===== src/rtl/kswdev_pkg.sv =====
`default_nettype none
// +-----------------------------------------------------------------------------+
// | kswdev_pkg : shared offsets, CTRL bit layout and helpers for key_sw_dev     |
// | Rev 1.0                                                                     |
// +-----------------------------------------------------------------------------+
package kswdev_pkg;

  localparam logic [31:0] OFF_DATA = 32'h0000_0000;
  localparam logic [31:0] OFF_CTRL = 32'h0000_0004;

  localparam int CTRL_READY = 0;
  localparam int CTRL_OVR   = 2;
  localparam int CTRL_IE    = 8;

  // Must track the processor's ADDRKEY/ADDRSW constants.
  localparam logic [31:0] DEF_ADDRKEY = 32'hFFFF_F080;
  localparam logic [31:0] DEF_ADDRSW  = 32'hFFFF_F090;

  typedef struct packed {
    logic ie;
    logic ovr;
    logic ready;
  } ctrl_t;

  function automatic logic [31:0] ctrl_word(input ctrl_t c);
    logic [31:0] w;
    w             = '0;
    w[CTRL_READY] = c.ready;
    w[CTRL_OVR]   = c.ovr;
    w[CTRL_IE]    = c.ie;
    return w;
  endfunction

  // Event wins over a Ready-clearing load; a colliding load also suppresses Overrun.
  function automatic ctrl_t ctrl_next(input ctrl_t c, input logic evt, input logic data_ld,
                                      input logic ctrl_st, input logic st_ovr, input logic st_ie);
    ctrl_t n;
    n = c;
    if (ctrl_st) begin
      n.ie = st_ie;
      if (!st_ovr) n.ovr = 1'b0;
    end
    if (evt && c.ready && !data_ld) n.ovr = 1'b1;
    if (evt)          n.ready = 1'b1;
    else if (data_ld) n.ready = 1'b0;
    return n;
  endfunction

endpackage
`default_nettype wire


===== src/rtl/debounce_group.sv =====
`default_nettype none
// +-----------------------------------------------------------------------------+
// | debounce_group : 2-flop synchronizer plus stable-count debouncer            |
// | Rev 1.0                                                                     |
// +-----------------------------------------------------------------------------+
module debounce_group #(
  parameter int WIDTH           = 4,
  parameter int DEBOUNCE_CYCLES = 4
) (
  input  logic             clk,
  input  logic             rst_ni,
  input  logic [WIDTH-1:0] raw_i,
  output logic [WIDTH-1:0] deb_o,
  output logic             event_o
);

  localparam int            CW       = $clog2(DEBOUNCE_CYCLES);
  localparam logic [CW-1:0] CNT_LAST = CW'(DEBOUNCE_CYCLES - 1);

  logic [WIDTH-1:0] s1_q, s2_q, cand_q, cand_d, deb_q, deb_d;
  logic [CW-1:0]    cnt_q, cnt_d;
  logic             event_d;

  always_comb begin
    cand_d  = cand_q;
    cnt_d   = '0;
    deb_d   = deb_q;
    event_d = 1'b0;
    if (s2_q != cand_q) begin
      cand_d = s2_q;
    end else if (cand_q != deb_q) begin
      if (cnt_q == CNT_LAST) begin
        deb_d   = cand_q;
        event_d = 1'b1;
      end else begin
        cnt_d = cnt_q + CW'(1);
      end
    end
  end

  always_ff @(posedge clk or negedge rst_ni) begin
    if (!rst_ni) begin
      s1_q   <= '0;
      s2_q   <= '0;
      cand_q <= '0;
      cnt_q  <= '0;
      deb_q  <= '0;
    end else begin
      s1_q   <= raw_i;
      s2_q   <= s1_q;
      cand_q <= cand_d;
      cnt_q  <= cnt_d;
      deb_q  <= deb_d;
    end
  end

  assign deb_o   = deb_q;
  assign event_o = event_d;

endmodule
`default_nettype wire


===== src/rtl/key_sw_dev.sv =====
`default_nettype none
// +-----------------------------------------------------------------------------+
// | key_sw_dev : memory-mapped KEY/SW responder with Ready/Overrun/IE and irq   |
// | Rev 1.0                                                                     |
// +-----------------------------------------------------------------------------+
module key_sw_dev
  import kswdev_pkg::*;
#(
  parameter int               DBITS           = 32,
  parameter logic [DBITS-1:0] ADDRKEY         = DBITS'(DEF_ADDRKEY),
  parameter logic [DBITS-1:0] ADDRSW          = DBITS'(DEF_ADDRSW),
  parameter int               DEBOUNCE_CYCLES = 4
) (
  input  logic             clk,
  input  logic             RESET_N,
  input  logic [DBITS-1:0] addr,
  input  logic [DBITS-1:0] wrdata,
  input  logic             we,
  input  logic             re,
  output logic             sel,
  output logic [DBITS-1:0] rddata,
  output logic             irq,
  input  logic [3:0]       KEY,
  input  logic [9:0]       SW
);

  logic       hit_kdata, hit_kctrl, hit_sdata, hit_sctrl;
  logic [3:0] key_deb;
  logic [9:0] sw_deb;
  logic       key_evt, sw_evt;
  ctrl_t      kctrl_q, kctrl_d, sctrl_q, sctrl_d;

  assign hit_kdata = (addr == ADDRKEY + DBITS'(OFF_DATA));
  assign hit_kctrl = (addr == ADDRKEY + DBITS'(OFF_CTRL));
  assign hit_sdata = (addr == ADDRSW  + DBITS'(OFF_DATA));
  assign hit_sctrl = (addr == ADDRSW  + DBITS'(OFF_CTRL));
  assign sel       = hit_kdata | hit_kctrl | hit_sdata | hit_sctrl;

  // KEY is active-low at the pins; debounce the pressed=1 view.
  debounce_group #(.WIDTH(4), .DEBOUNCE_CYCLES(DEBOUNCE_CYCLES)) u_key_deb (
    .clk     (clk),
    .rst_ni  (RESET_N),
    .raw_i   (~KEY),
    .deb_o   (key_deb),
    .event_o (key_evt)
  );

  debounce_group #(.WIDTH(10), .DEBOUNCE_CYCLES(DEBOUNCE_CYCLES)) u_sw_deb (
    .clk     (clk),
    .rst_ni  (RESET_N),
    .raw_i   (SW),
    .deb_o   (sw_deb),
    .event_o (sw_evt)
  );

  always_comb begin
    kctrl_d = ctrl_next(kctrl_q, key_evt, re & hit_kdata, we & hit_kctrl,
                        wrdata[CTRL_OVR], wrdata[CTRL_IE]);
    sctrl_d = ctrl_next(sctrl_q, sw_evt, re & hit_sdata, we & hit_sctrl,
                        wrdata[CTRL_OVR], wrdata[CTRL_IE]);
  end

  always_ff @(posedge clk or negedge RESET_N) begin
    if (!RESET_N) begin
      kctrl_q <= '0;
      sctrl_q <= '0;
    end else begin
      kctrl_q <= kctrl_d;
      sctrl_q <= sctrl_d;
    end
  end

  always_comb begin
    rddata = '0;
    if (re) begin
      if (hit_kdata)      rddata = DBITS'(key_deb);
      else if (hit_kctrl) rddata = DBITS'(ctrl_word(kctrl_q));
      else if (hit_sdata) rddata = DBITS'(sw_deb);
      else if (hit_sctrl) rddata = DBITS'(ctrl_word(sctrl_q));
    end
  end

  assign irq = (kctrl_q.ready & kctrl_q.ie) | (sctrl_q.ready & sctrl_q.ie);

endmodule
`default_nettype wire

===== config.mk =====
export PLATFORM = sky130hd
export DESIGN_NAME = key_sw_dev
export DESIGN_NICKNAME = d
export VERILOG_FILES = /design/src/rtl/kswdev_pkg.sv /design/src/rtl/debounce_group.sv /design/src/rtl/key_sw_dev.sv
export SDC_FILE = /design/constraint.sdc
export NUM_CORES = 1
export LEC_CHECK = 0
export ABC_CLOCK_PERIOD_IN_PS = 5000
export CORE_MARGIN = 2
export CORE_UTILIZATION = 35
export DETAILED_ROUTE_END_ITERATION = 12
export PLACE_DENSITY = 0.67
export SLEW_MARGIN = 20
export SYNTH_ARGS = -nofsm -noshare
export SYNTH_HDL_FRONTEND = slang
export SYNTH_SLANG_ARGS = --single-unit

===== constraint.sdc =====
create_clock -name clk -period 5 [get_ports clk]
set_clock_uncertainty 0.2 [all_clocks]
set_input_delay 0.75 -clock clk [delete_from_list [all_inputs] [get_ports clk]]
set_output_delay 0.75 -clock clk [all_outputs]
set_load 0.005 [all_outputs]

# [Word-level counts from Yosys, hierarchy flattened]
# Index checks and enable logic that the tools add are counted.
[totals] reg_bits=66 latchBits=0 mem_bits_rw=0 mem_bits_ro=0 in_bits=82 memories=0
[op_classes] add_sub_neg=2 mul=0 div=0 magnitude_cmp=0 eq_ne=12 shift=0 mux=26 bitwise_logic=13 n_reduce_logical=14
[op_table] op="$eq A32 B32 Y1 const B" count=4
[op_table] op="$mux W10" count=4
[op_table] op="$ne A10 B10 Y1" count=2
[op_table] op="$mux W1" count=15
[op_table] op="$mux W2" count=6
[op_table] op="$mux W9" count=1
[op_table] op="$ne A4 B4 Y1" count=2
[op_table] op="$reduce_bool A2 Y1" count=4
[op_table] op="$and A1 B1 Y1" count=6
[op_table] op="$reduce_and A3 Y1" count=2
[op_table] op="$add A2 B1 Y2 const B" count=2
[op_table] op="$eq A2 B2 Y1 const B" count=2
[op_table] op="$logic_and A1 B1 Y1" count=4
[op_table] op="$ne A2 B1 Y1 const B" count=2
[op_table] op="$not A4 Y4" count=1
[op_table] op="$or A1 B1 Y1" count=4
[op_table] op="$reduce_and A2 Y1" count=2
[op_table] op="$logic_not A1 Y1" count=2
[op_table] op="$not A1 Y1" count=2

# [Depth between registers and ports, before layout]
# Gate-level depths: netlist of run 1.
[depth] depth_word=8 mapped_depth=6

# [Hierarchy]
# From an unflattened synthesis of run 1, not the netlist that was laid out.
[unflattened] hier_cells=222 area_unflattened_um2=2896.5
[modules_own_cells] module="debounce_group (u_sw_deb)" n_inst=1 cells_each=95 area_per_inst_um2=1493.9 seq_area_each_um2=1051.0
[modules_own_cells] module="key_sw_dev" n_inst=1 cells_each=85 area_per_inst_um2=762.0 seq_area_each_um2=150.1
[modules_own_cells] module="debounce_group (u_key_deb)" n_inst=1 cells_each=42 area_per_inst_um2=640.6 seq_area_each_um2=450.4

# [Least setup slack after synthesis of run 1]
# OpenSTA, ideal clock, no wires.
[synth_timing] kind="input to output" startpoint="input addr[2]" endpoint="output rddata[0]" arrival_time_ns=1.716 setup_slack_ns=2.334 stages=3 cell_sequence="clkbuf_1 -> mux4_2 -> and3_1"
[synth_between] elab_chain_cells=6 elab_cells_between_ends=9
[synth_rtl] item="start: declaration" line_no="key_sw_dev.sv:16" source="input logic [DBITS-1:0] addr,"
[synth_rtl] item="$eq A32 B32 Y1" line_no="key_sw_dev.sv:36" source="assign hit_sctrl = (addr == ADDRSW + DBITS'(OFF_CTRL));"
[synth_rtl] item="$mux W9" line_no="key_sw_dev.sv:79" source="else if (hit_sctrl) rddata = DBITS'(ctrl_word(sctrl_q));"
[synth_rtl] item="$mux W10" line_no="key_sw_dev.sv:78" source="else if (hit_sdata) rddata = DBITS'(sw_deb);"
[synth_rtl] item="$mux W10" line_no="key_sw_dev.sv:77" source="else if (hit_kctrl) rddata = DBITS'(ctrl_word(kctrl_q));"
[synth_rtl] item="$mux W10 *" line_no="key_sw_dev.sv:76" source="if (hit_kdata) rddata = DBITS'(key_deb);"
[synth_rtl] item="$mux W10 *" line_no="key_sw_dev.sv:75" source="if (re) begin"
[synth_rtl] item="end: declaration" line_no="key_sw_dev.sv:21" source="output logic [DBITS-1:0] rddata,"
# Every way passes the cells marked *; elsewhere a longest branch is shown, timed or not.

# [Worst setup path after layout of run 1]
[layout_timing] startpoint="input addr[0]" endpoint="output rddata[3]"
[layout_between] elab_chain_cells=5 elab_cells_between_ends=7
[layout_rtl] item="$eq A32 B32 Y1" line_no="key_sw_dev.sv:35" source="assign hit_sdata = (addr == ADDRSW + DBITS'(OFF_DATA));"
[layout_rtl] item="$mux W10" line_no="key_sw_dev.sv:78"
[layout_rtl] item="$mux W10" line_no="key_sw_dev.sv:77"
[layout_rtl] item="$mux W10 *" line_no="key_sw_dev.sv:76"
[layout_rtl] item="$mux W10 *" line_no="key_sw_dev.sv:75"
# Marked as above.

==> run_summary.xml, run 1 <==
<?xml version="1.0" encoding="UTF-8"?>
<metrics>
  <group name="run_status">
    <metric name="status" unit="">complete, no violations</metric>
  </group>
  <group name="min_path">
    <metric name="hold_end" unit="">u_sw_deb.s2_q[2]</metric>
    <metric name="min-delay-start" unit="">u_sw_deb.s1_q[2]</metric>
    <metric name="min-delay-path-class" unit="">reg -&gt; reg</metric>
    <metric name="hold-path-cell-count" unit="">0</metric>
  </group>
  <group name="timing">
    <metric name="transition_time_of_the_tightest_slew_check_pin" unit="ns">0.798</metric>
    <metric name="relative_slew_slack" unit="">0.468</metric>
    <metric name="setup-violations-final" unit="">0</metric>
    <metric name="final.period_utilization" unit="">0.805</metric>
    <metric name="finalMaxSlewViolations" unit="">0</metric>
    <metric name="setup_total_negative_slack" unit="ns">0</metric>
    <metric name="grt_setup_unrepaired" unit="">false</metric>
    <metric name="final-hold-violation-count" unit="">0</metric>
    <metric name="fmax" unit="GHz">0.249</metric>
    <metric name="timing.final.crit_period" unit="ns">4.02</metric>
  </group>
  <group name="yosys">
    <metric name="postSynth.topFlopCell" unit="">dfrtp_1</metric>
    <metric name="syn-mean-instance-area" unit="um^2">12.7</metric>
    <metric name="number_of_synthesized_register_bits" unit="">66</metric>
    <metric name="synthMostInstantiatedCell" unit="">dfrtp_1</metric>
    <metric name="netlist_top_cells_count" unit="">dfrtp_1, buf_4, xor2_1</metric>
    <metric name="yosysWarnings" unit="">0</metric>
    <metric name="synthArstFlopShare" unit="">1.00</metric>
    <metric name="number_of_distinct_standard_cells_referenced_by_the_synthesized_netlist" unit="">39</metric>
    <metric name="post-synth-top-area-cell" unit="">dfrtp_1</metric>
    <metric name="ys_top_cells_by_area" unit="">dfrtp_1, buf_4, xor2_1, mux2_4, mux2_2</metric>
    <metric name="number_of_flops_mapped_to_enable_cells_by_yosys" unit="">0</metric>
    <metric name="netlist.area_leader.share" unit="">0.570</metric>
    <metric name="mappedNetlistArea" unit="um^2">2900</metric>
    <metric name="synthCells" unit="">228</metric>
    <metric name="yosysSeqAreaShare" unit="">0.570</metric>
  </group>
  <group name="power_and_ir_drop">
    <metric name="report.power.total" unit="mW">1.19</metric>
    <metric name="power-per-cell-area" unit="nW/um^2">318</metric>
    <metric name="power.static_leakage" unit="nW">1.67</metric>
    <metric name="vdd_ir_drop_max" unit="mV">0.145</metric>
  </group>
  <group name="setup_path">
    <metric name="setup.reg_to_reg.worst_slack" unit="ns">2.82</metric>
    <metric name="critical_path_required" unit="ns">4.05</metric>
    <metric name="worst-r2r-cell-count" unit="">5</metric>
    <metric name="endpoint_kind" unit="">primary output</metric>
    <metric name="setup.worst_path.start_class" unit="">input port</metric>
    <metric name="critical_path_class" unit="">in -&gt; out</metric>
    <metric name="r2r_end" unit="">u_sw_deb.deb_o[3]</metric>
    <metric name="critical_path.reg2reg.startpoint" unit="">u_sw_deb.cand_q[8]</metric>
    <metric name="critical_path.max_fanout" unit="">10</metric>
    <metric name="worst-endpoint-arrival" unit="ns">3.07</metric>
  </group>
  <group name="cts">
    <metric name="clk-insertion-delay-late" unit="ns">0.34</metric>
    <metric name="numClockSinks" unit="">66</metric>
    <metric name="cts.hold.buffers_added" unit="">0</metric>
    <metric name="clockRootBuffer" unit="">clkbuf_8</metric>
    <metric name="postCtsSetupBuffers" unit="">0</metric>
    <metric name="cts_made_buffers" unit="">9</metric>
    <metric name="clock_transition_at_the_register_clock_pins_on_the_worst_setup_and_hold_paths_after_cts" unit="ns">0.08</metric>
    <metric name="tritoncts_clock_tree" unit="">yes</metric>
    <metric name="post_cts.resized_instances" unit="">0</metric>
    <metric name="htree_num_levels" unit="">3</metric>
    <metric name="clockBufferDepth" unit="">2</metric>
  </group>
  <group name="die">
    <metric name="die_width" unit="um">95.0</metric>
    <metric name="num_rows" unit="">33</metric>
    <metric name="floorplan.die_area" unit="um^2">9020</metric>
    <metric name="initial_utilization" unit="">0.356</metric>
    <metric name="fp.coreArea" unit="um^2">8130</metric>
    <metric name="die-height" unit="um">95.0</metric>
    <metric name="io_pins" unit="">116</metric>
  </group>
  <group name="global_routing">
    <metric name="wire_length_of_the_first_global_routing_pass" unit="um">7620</metric>
    <metric name="grt_residual_overflow" unit="">0</metric>
    <metric name="pin_count_of_the_biggest_net_entering_global_routing" unit="">67</metric>
    <metric name="number_of_global_route_vias_before_repair" unit="">1747</metric>
    <metric name="number_of_antenna_violations_at_the_first_check_in_global_routing" unit="">0</metric>
    <metric name="grt.total_usage" unit="">0.114</metric>
  </group>
  <group name="final_layout">
    <metric name="area_delta_synth_final" unit="%">29.3</metric>
    <metric name="insertedDiodeCount" unit="">0</metric>
    <metric name="final_core_util" unit="">0.461</metric>
    <metric name="num-nets-final" unit="">368</metric>
    <metric name="drive_gt1_frac" unit="">0.149</metric>
  </group>
  <group name="run">
    <metric name="cap_viol_max_count" unit="">0</metric>
  </group>
  <group name="placed_design">
    <metric name="dp_hpwl" unit="um">3630</metric>
    <metric name="port_buffers" unit="">63</metric>
    <metric name="finalWeightedCongestion" unit="">0.746</metric>
  </group>
  <group name="drt">
    <metric name="drt_iter0_drcs" unit="">72</metric>
    <metric name="number_of_drc_violations_after_detailed_routing" unit="">0</metric>
    <metric name="totalWireLength" unit="um">4860</metric>
    <metric name="via_count" unit="">1726</metric>
    <metric name="post_route_antenna_net_violation_count" unit="">0</metric>
    <metric name="drtPass1Iterations" unit="">4</metric>
    <metric name="wl_per_cell" unit="um">12.3</metric>
    <metric name="drt-vias-per-instance" unit="">4.38</metric>
  </group>
</metrics>
[layout by cell type, fill, tap and decap left out, types with 3 or more instances in the layout]
master	synthesis	routed
nor2_1	11	11
nand4_1	8	8
conb_1	1	22
mux2_4	8	8
inv_1	12	12
dfrtp_1	66	66
bufinv_16	0	3
xor2_1	18	18
nand2_1	7	7
clkbuf_8	0	9
xnor2_1	10	10
nor4b_1	3	3
nor4_1	3	3
mux2_2	9	9
clkdlybuf4s50_1	0	62
[final cells by class]
cell class / count / area (um^2)
Inverter: 12 / 45.0
Fill cell: 746 / 4390
Tap cell: 105 / 131
Clock inverter: 7 / 125
Clock buffer: 9 / 124
Multi-Input combinational cell: 131 / 1040
Timing Repair Buffer: 64 / 633
Sequential cell: 66 / 1650
[worst max-delay path by stage]
stage	depth (start not counted)	endpoint	slack, ns	startpoint
after floorplan	3	rddata[0]	2.33	addr[2]
after global placement	7	rddata[1]	1.03	addr[0]
after detailed placement	7	rddata[3]	0.94	addr[0]
after CTS	7	rddata[3]	0.93	addr[0]
after global routing	7	rddata[1]	0.79	addr[3]
final	7	rddata[3]	0.98	addr[0]
[per-stage QoR]
| stage | std cells | worst slack, ns | hold WS, ns | cell area (um^2) |
|---|---|---|---|---|
| floorplan | 249 | 2.33 | 0.131 | 2980 |
| global placement | 378 | 1.03 | 0.133 | 3500 |
| detailed placement | 378 | 0.940 | 0.135 | 3500 |
| CTS | 394 | 0.928 | 0.150 | 3750 |
| global route | 394 | 0.789 | 0.153 | 3750 |
| finish | 394 | 0.977 | 0.148 | 3750 |
[sequential cells by signal (all words and copies together) (netlist names)]
signal and cells:
kctrl_q 3, sctrl_q 3, u_key_deb.cand_q 4, u_key_deb.cnt_q 2, u_key_deb.deb_o 4, u_key_deb.s1_q 4
u_key_deb.s2_q 4, u_sw_deb.cand_q 10, u_sw_deb.cnt_q 2, u_sw_deb.deb_o 10, u_sw_deb.s1_q 10, u_sw_deb.s2_q 10
[critical path, cell delays in order]
cell and delay (ns):
clkdlybuf4s50_1 0.40, nor4b_1 0.39, nand4_1 0.20, nor2b_1 0.47, nand3b_1 0.20, nor2_1 0.15, clkdlybuf4s50_1 0.52
[power breakdown]
group | internal [mW] | switching, mW
clock network | 0.336 | 0.208
registers | 0.551 | 0.0122
logic | 0.0493 | 0.0332
total | 0.937 | 0.253
[cell families (layout without fill, tap and decap cells)]
kind of cell | Yosys count | after routing | synth area share
DFF | 66 | 66 | 0.570
and+or+nand+nor | 52 | 52 | 0.120
buffers and inverters | 52 | 92 | 0.0997
xor gates and xnor gates | 28 | 28 | 0.0846
muxes | 21 | 21 | 0.0989
AOI/OAI and AO/OA | 6 | 6 | 0.0164
adders and majority gates | 2 | 2 | 0.00863
other | 1 | 22 | 0.00129
[layer usage]
metal  GRT usage  up-vias  part of all wire
met1       0.129      831              0.41
met2       0.190       66              0.49
met5           0        -                 0
li1            -      824                 -
met4      0.0507        0             0.011
met3      0.0463        5             0.092
No activity file was read; power rests on OpenSTA's default activity.
==> inputs of run 2 (changes only) <==
ABC_CLOCK_PERIOD_IN_PS = 3600   (was 5000)
PLACE_DENSITY = 0.7   (was 0.67)
clock period = 3.6 ns   (was 5 ns; I/O delays follow)
==> run_summary.xml, run 2 (synthesis results as in run 1) <==
<?xml version="1.0" encoding="UTF-8"?>
<metrics>
  <group name="min_path">
    <metric name="hold_end" unit="">u_key_deb.s2_q[2]</metric>
    <metric name="min-delay-path-class" unit="">reg -&gt; reg</metric>
    <metric name="hold-path-cell-count" unit="">0</metric>
    <metric name="min-delay-start" unit="">u_key_deb.s1_q[2]</metric>
  </group>
  <group name="timing">
    <metric name="fmax" unit="GHz">0.298</metric>
    <metric name="transition_time_of_the_tightest_slew_check_pin" unit="ns">0.508</metric>
    <metric name="setup-violations-final" unit="">0</metric>
    <metric name="finalMaxSlewViolations" unit="">0</metric>
    <metric name="relative_slew_slack" unit="">0.660</metric>
    <metric name="final.period_utilization" unit="">0.933</metric>
    <metric name="setup_total_negative_slack" unit="ns">0</metric>
    <metric name="timing.final.crit_period" unit="ns">3.36</metric>
    <metric name="postLayoutSetupSlackWorst" unit="ns">0.240</metric>
    <metric name="final-hold-violation-count" unit="">0</metric>
    <metric name="grt_setup_unrepaired" unit="">false</metric>
  </group>
  <group name="global_routing">
    <metric name="grt.total_usage" unit="">0.111</metric>
    <metric name="wire_length_of_the_first_global_routing_pass" unit="um">7450</metric>
    <metric name="number_of_antenna_violations_at_the_first_check_in_global_routing" unit="">0</metric>
    <metric name="pin_count_of_the_biggest_net_entering_global_routing" unit="">28</metric>
    <metric name="grt_residual_overflow" unit="">0</metric>
    <metric name="number_of_global_route_vias_before_repair" unit="">1702</metric>
  </group>
  <group name="die">
    <metric name="die_width" unit="um">95.0</metric>
    <metric name="fp.coreArea" unit="um^2">8130</metric>
    <metric name="die-height" unit="um">95.0</metric>
    <metric name="floorplan.die_area" unit="um^2">9020</metric>
    <metric name="initial_utilization" unit="">0.356</metric>
    <metric name="num_rows" unit="">33</metric>
    <metric name="io_pins" unit="">116</metric>
  </group>
  <group name="run">
    <metric name="cap_viol_max_count" unit="">0</metric>
  </group>
  <group name="drt">
    <metric name="wl_per_cell" unit="um">11.7</metric>
    <metric name="totalWireLength" unit="um">4680</metric>
    <metric name="via_count" unit="">1747</metric>
    <metric name="drt-vias-per-instance" unit="">4.39</metric>
    <metric name="drt_iter0_drcs" unit="">120</metric>
    <metric name="drtPass1Iterations" unit="">4</metric>
    <metric name="post_route_antenna_net_violation_count" unit="">0</metric>
    <metric name="number_of_drc_violations_after_detailed_routing" unit="">0</metric>
  </group>
  <group name="cts">
    <metric name="cts.hold.buffers_added" unit="">1</metric>
    <metric name="htree_num_levels" unit="">3</metric>
    <metric name="clock_transition_at_the_register_clock_pins_on_the_worst_setup_and_hold_paths_after_cts" unit="ns">0.07</metric>
    <metric name="clk-insertion-delay-late" unit="ns">0.33</metric>
    <metric name="numClockSinks" unit="">66</metric>
    <metric name="tritoncts_clock_tree" unit="">yes</metric>
    <metric name="cts_made_buffers" unit="">9</metric>
    <metric name="clockBufferDepth" unit="">2</metric>
    <metric name="postCtsSetupBuffers" unit="">0</metric>
    <metric name="clockRootBuffer" unit="">clkbuf_8</metric>
    <metric name="post_cts.resized_instances" unit="">0</metric>
  </group>
  <group name="setup_path">
    <metric name="r2r_end" unit="">u_sw_deb.deb_o[0]</metric>
    <metric name="critical_path_class" unit="">in -&gt; out</metric>
    <metric name="critical_path.reg2reg.startpoint" unit="">u_sw_deb.cand_q[8]</metric>
    <metric name="setup.worst_path.start_class" unit="">input port</metric>
    <metric name="worst-r2r-cell-count" unit="">5</metric>
    <metric name="setup.reg_to_reg.worst_slack" unit="ns">1.41</metric>
    <metric name="worst-endpoint-arrival" unit="ns">2.62</metric>
    <metric name="critical_path_required" unit="ns">2.86</metric>
    <metric name="critical_path.max_fanout" unit="">6</metric>
    <metric name="endpoint_kind" unit="">primary output</metric>
  </group>
  <group name="placed_design">
    <metric name="finalWeightedCongestion" unit="">0.752</metric>
    <metric name="dp_slack" unit="ns">0.187</metric>
    <metric name="port_buffers" unit="">63</metric>
    <metric name="dp_hpwl" unit="um">3590</metric>
    <metric name="post_dp_cell_area" unit="um^2">3520</metric>
    <metric name="place.detailed.instances" unit="">381</metric>
  </group>
  <group name="final_layout">
    <metric name="drive_gt1_frac" unit="">0.150</metric>
    <metric name="most-common-layout-cells" unit="">dfrtp_1, clkdlybuf4s50_1, conb_1</metric>
    <metric name="insertedDiodeCount" unit="">0</metric>
    <metric name="seq_area" unit="um^2">1650</metric>
    <metric name="fillCellCount" unit="">741</metric>
    <metric name="num-nets-final" unit="">372</metric>
    <metric name="fin_cells" unit="">398</metric>
    <metric name="final_common_cell" unit="">dfrtp_1</metric>
    <metric name="design_area" unit="um^2">3730</metric>
    <metric name="final_core_util" unit="">0.458</metric>
    <metric name="area_of_the_multi_input_gates" unit="um^2">1040</metric>
    <metric name="area_delta_synth_final" unit="%">28.6</metric>
  </group>
  <group name="power_and_ir_drop">
    <metric name="power-per-cell-area" unit="nW/um^2">402</metric>
    <metric name="vdd_ir_drop_max" unit="mV">0.194</metric>
    <metric name="power.static_leakage" unit="nW">1.66</metric>
  </group>
  <group name="run_status">
    <metric name="status" unit="">complete, no violations</metric>
  </group>
</metrics>
[run 2: area by class of cell]
cell class / instances / share of cell area
flip-flops and latches: 66 / 0.443
multi-input cells: 131 / 0.278
repair buffers: 68 / 0.179
clock buffers: 12 / 0.0390
well taps: 105 / 0.0353
clock inverters: 4 / 0.0138
inverters: 12 / 0.0121
[run 2: how the worst max path moves through the flow]
stage             start         to
2_1_floorplan   addr[2]  rddata[0]
3_3_place_gp    addr[8]  rddata[5]
3_5_place_dp    addr[8]  rddata[2]
4_1_cts         addr[8]  rddata[5]
5_1_grt         addr[8]  rddata[5]
6_report       addr[20]  rddata[2]
[run 2: per-layer routing]
| layer | track usage | share of wire |
|---|---|---|
| met4 | 0.0688 | 0.024 |
| met1 | 0.132 | 0.42 |
| met2 | 0.173 | 0.47 |
| met5 | 0 | 0 |
| met3 | 0.0383 | 0.087 |
[run 2: power breakdown]
group / internal [mW] / switching, mW
registers: 0.766 / 0.0166
logic: 0.0705 / 0.0462
clock network: 0.339 / 0.258
total: 1.18 / 0.320
[run 2: worst max-delay path, cell delays in order]
cell             delay (ns)
clkdlybuf4s50_1        0.45
nand4_1                0.10
nor4_2                 0.31
nor2b_1                0.37
buf_4                  0.20
and3_1                 0.15
clkdlybuf4s50_1        0.49
[run 2: through the flow]
stage | hold WS, ns | power (mW)
floorplan | 0.0444 | 0.856
global placement | 0.132 | 0.912
detailed placement | 0.135 | 0.915
CTS | 0.140 | 1.52
global route | 0.154 | 1.57
finish | 0.139 | 1.50
==> inputs of run 3 (changes only) <==
HOLD_SLACK_MARGIN = 0.02   (was default)
MAX_ROUTING_LAYER = met4   (was default)
==> run_summary.xml, run 3 (synthesis results as in run 1) <==
<?xml version="1.0" encoding="UTF-8"?>
<metrics>
  <group name="setup_path">
    <metric name="critical_path.most_common_cell" unit="">clkdlybuf4s50_1</metric>
    <metric name="critical_path_top_delay_cell" unit="">clkdlybuf4s50_1</metric>
    <metric name="critical_path.startpoint" unit="">addr[20]</metric>
    <metric name="critical_path_required" unit="ns">2.86</metric>
    <metric name="setup.worst_path.start_class" unit="">input port</metric>
    <metric name="r2r_end" unit="">u_sw_deb.deb_o[0]</metric>
    <metric name="worst_setup_path_endpoint" unit="">rddata[2]</metric>
    <metric name="path_delay_family" unit="">buffers and inverters</metric>
    <metric name="setup.reg_to_reg.worst_slack" unit="ns">1.41</metric>
    <metric name="critical_path.max_stage_delay" unit="ns">0.49</metric>
    <metric name="critical_path.max_fanout" unit="">6</metric>
    <metric name="endpoint_kind" unit="">primary output</metric>
    <metric name="worst-endpoint-arrival" unit="ns">2.61</metric>
    <metric name="worst_path_depth" unit="">7</metric>
    <metric name="critical_path_class" unit="">in -&gt; out</metric>
    <metric name="critical_path.cell_chain" unit="">clkdlybuf4s50_1 -&gt; nand4_1 -&gt; nor4_2 -&gt; nor2b_1 -&gt; buf_4 -&gt; and3_1 -&gt; clkdlybuf4s50_1</metric>
    <metric name="crit_buf_inv" unit="">3</metric>
    <metric name="critical_path.reg2reg.startpoint" unit="">u_sw_deb.cand_q[8]</metric>
    <metric name="worst-r2r-cell-count" unit="">5</metric>
  </group>
  <group name="min_path">
    <metric name="min-delay-path-class" unit="">reg -&gt; reg</metric>
  </group>
  <group name="final_layout">
    <metric name="drive_gt1_frac" unit="">0.150</metric>
    <metric name="final_core_util" unit="">0.458</metric>
    <metric name="most-common-layout-cells" unit="">dfrtp_1, clkdlybuf4s50_1, conb_1</metric>
    <metric name="num-nets-final" unit="">372</metric>
    <metric name="insertedDiodeCount" unit="">0</metric>
    <metric name="final_common_cell" unit="">dfrtp_1</metric>
    <metric name="area_delta_synth_final" unit="%">28.6</metric>
    <metric name="fillCellCount" unit="">741</metric>
  </group>
  <group name="drt">
    <metric name="drtPass1Iterations" unit="">4</metric>
    <metric name="wl_per_cell" unit="um">11.8</metric>
    <metric name="via_count" unit="">1740</metric>
    <metric name="totalWireLength" unit="um">4690</metric>
    <metric name="drt_iter0_drcs" unit="">127</metric>
    <metric name="drt-vias-per-instance" unit="">4.37</metric>
    <metric name="number_of_drc_violations_after_detailed_routing" unit="">0</metric>
    <metric name="post_route_antenna_net_violation_count" unit="">0</metric>
  </group>
  <group name="timing">
    <metric name="setup_total_negative_slack" unit="ns">0</metric>
    <metric name="final-hold-violation-count" unit="">0</metric>
    <metric name="postLayoutSetupSlackWorst" unit="ns">0.247</metric>
    <metric name="fmax" unit="GHz">0.298</metric>
    <metric name="final.period_utilization" unit="">0.931</metric>
    <metric name="setup-violations-final" unit="">0</metric>
    <metric name="finalMaxSlewViolations" unit="">0</metric>
    <metric name="transition_time_of_the_tightest_slew_check_pin" unit="ns">0.508</metric>
    <metric name="relative_slew_slack" unit="">0.660</metric>
    <metric name="grt_setup_unrepaired" unit="">false</metric>
    <metric name="timing.final.crit_period" unit="ns">3.35</metric>
  </group>
  <group name="placed_design">
    <metric name="finalWeightedCongestion" unit="">0.762</metric>
    <metric name="dp_hpwl" unit="um">3590</metric>
    <metric name="port_buffers" unit="">63</metric>
    <metric name="dp_slack" unit="ns">0.187</metric>
  </group>
  <group name="cts">
    <metric name="clockBufferDepth" unit="">2</metric>
    <metric name="tritoncts_clock_tree" unit="">yes</metric>
    <metric name="htree_num_levels" unit="">3</metric>
    <metric name="clockRootBuffer" unit="">clkbuf_8</metric>
    <metric name="clk-insertion-delay-late" unit="ns">0.33</metric>
    <metric name="numClockSinks" unit="">66</metric>
    <metric name="cts_made_buffers" unit="">9</metric>
    <metric name="clock_transition_at_the_register_clock_pins_on_the_worst_setup_and_hold_paths_after_cts" unit="ns">0.07</metric>
    <metric name="post_cts.resized_instances" unit="">0</metric>
  </group>
  <group name="power_and_ir_drop">
    <metric name="power.static_leakage" unit="nW">1.66</metric>
    <metric name="clock_power_share" unit="">0.399</metric>
    <metric name="vdd_ir_drop_max" unit="mV">0.194</metric>
    <metric name="power-per-cell-area" unit="nW/um^2">401</metric>
    <metric name="net-switching-power" unit="uW">320</metric>
    <metric name="power.internal" unit="mW">1.18</metric>
    <metric name="power.share.switching" unit="">0.214</metric>
    <metric name="comb_power_share" unit="">0.078</metric>
    <metric name="power_frac_seq" unit="">0.523</metric>
  </group>
  <group name="global_routing">
    <metric name="number_of_global_route_vias_before_repair" unit="">1706</metric>
    <metric name="wire_length_of_the_first_global_routing_pass" unit="um">7460</metric>
    <metric name="grt_residual_overflow" unit="">0</metric>
    <metric name="pin_count_of_the_biggest_net_entering_global_routing" unit="">28</metric>
    <metric name="grt.total_usage" unit="">0.115</metric>
    <metric name="number_of_antenna_violations_at_the_first_check_in_global_routing" unit="">0</metric>
  </group>
  <group name="die">
    <metric name="io_pins" unit="">116</metric>
    <metric name="die-height" unit="um">95.0</metric>
    <metric name="initial_utilization" unit="">0.356</metric>
    <metric name="die_width" unit="um">95.0</metric>
    <metric name="fp.coreArea" unit="um^2">8130</metric>
    <metric name="num_rows" unit="">33</metric>
    <metric name="floorplan.die_area" unit="um^2">9020</metric>
  </group>
  <group name="run">
    <metric name="cap_viol_max_count" unit="">0</metric>
  </group>
  <group name="run_status">
    <metric name="status" unit="">complete, no violations</metric>
  </group>
</metrics>
-- run 3: worst register-to-register path, delay by kind of cell, from the launching register on --
family	cells	cell delay [ns]
AND/OR/NAND/NOR	3	0.77
flip-flops	1	0.42
XOR/XNOR	1	0.24
multiplexers	1	0.45
-- run 3: power groups by stage --
stage / logic (mW) / clock network [mW] / registers (mW)
finish: 0.117 / 0.596 / 0.783
global route: 0.130 / 0.654 / 0.786
CTS: 0.119 / 0.621 / 0.783
detailed placement: 0.117 / 0 / 0.798
global placement: 0.116 / 0 / 0.796
floorplan: 0.0629 / 0 / 0.793
-- run 3: worst min path at each step --
stage / end / cells after the start / startpoint / slack [ns]
after floorplan: kctrl_q[0] / 0 / RESET_N / 0.04
after global placement: u_sw_deb.s2_q[4] / 0 / u_sw_deb.s1_q[4] / 0.13
after detailed placement: u_sw_deb.s2_q[4] / 0 / u_sw_deb.s1_q[4] / 0.13
after CTS: u_key_deb.s2_q[2] / 0 / u_key_deb.s1_q[2] / 0.14
after global routing: u_sw_deb.s2_q[0] / 0 / u_sw_deb.s1_q[0] / 0.15
final: u_key_deb.s2_q[2] / 0 / u_key_deb.s1_q[2] / 0.14
-- run 3: cell type report --
| cell class | count | area, um^2 | area share |
|---|---|---|---|
| Timing Repair Buffer | 68 | 666 | 0.179 |
| Sequential cell | 66 | 1650 | 0.443 |
| Clock inverter | 4 | 51.3 | 0.0138 |
| Tap cell | 105 | 131 | 0.0353 |
| Multi-Input combinational cell | 131 | 1040 | 0.278 |
| Clock buffer | 12 | 145 | 0.0390 |
| Inverter | 12 | 45.0 | 0.0121 |
-- run 3: through the flow --
stage / power (mW) / instances / hold slack (ns) / instance area (um^2)
floorplan: 0.856 / 249 / 0.0444 / 2980
global placement: 0.912 / 381 / 0.132 / 3520
detailed placement: 0.915 / 381 / 0.135 / 3520
CTS: 1.52 / 398 / 0.140 / 3730
global route: 1.57 / 398 / 0.154 / 3730
finish: 1.50 / 398 / 0.139 / 3730
-- run 3: what timing repair did --
item	4_1_cts	5_1_grt
hold buffers	1	0
setup buffers	0	0
endpoints found under the hold margin	20	0
-- run 3: layer usage --
metal | wire length, um | track usage | vias up | part of all wire
li1 | - | - | 828 | -
met1 | 1970 | 0.134 | 839 | 0.42
met2 | 2200 | 0.172 | 62 | 0.47
met3 | 399 | 0.0383 | 11 | 0.085
met4 | 112 | 0.0688 | 0 | 0.024
met5 | 0 | - | - | 0
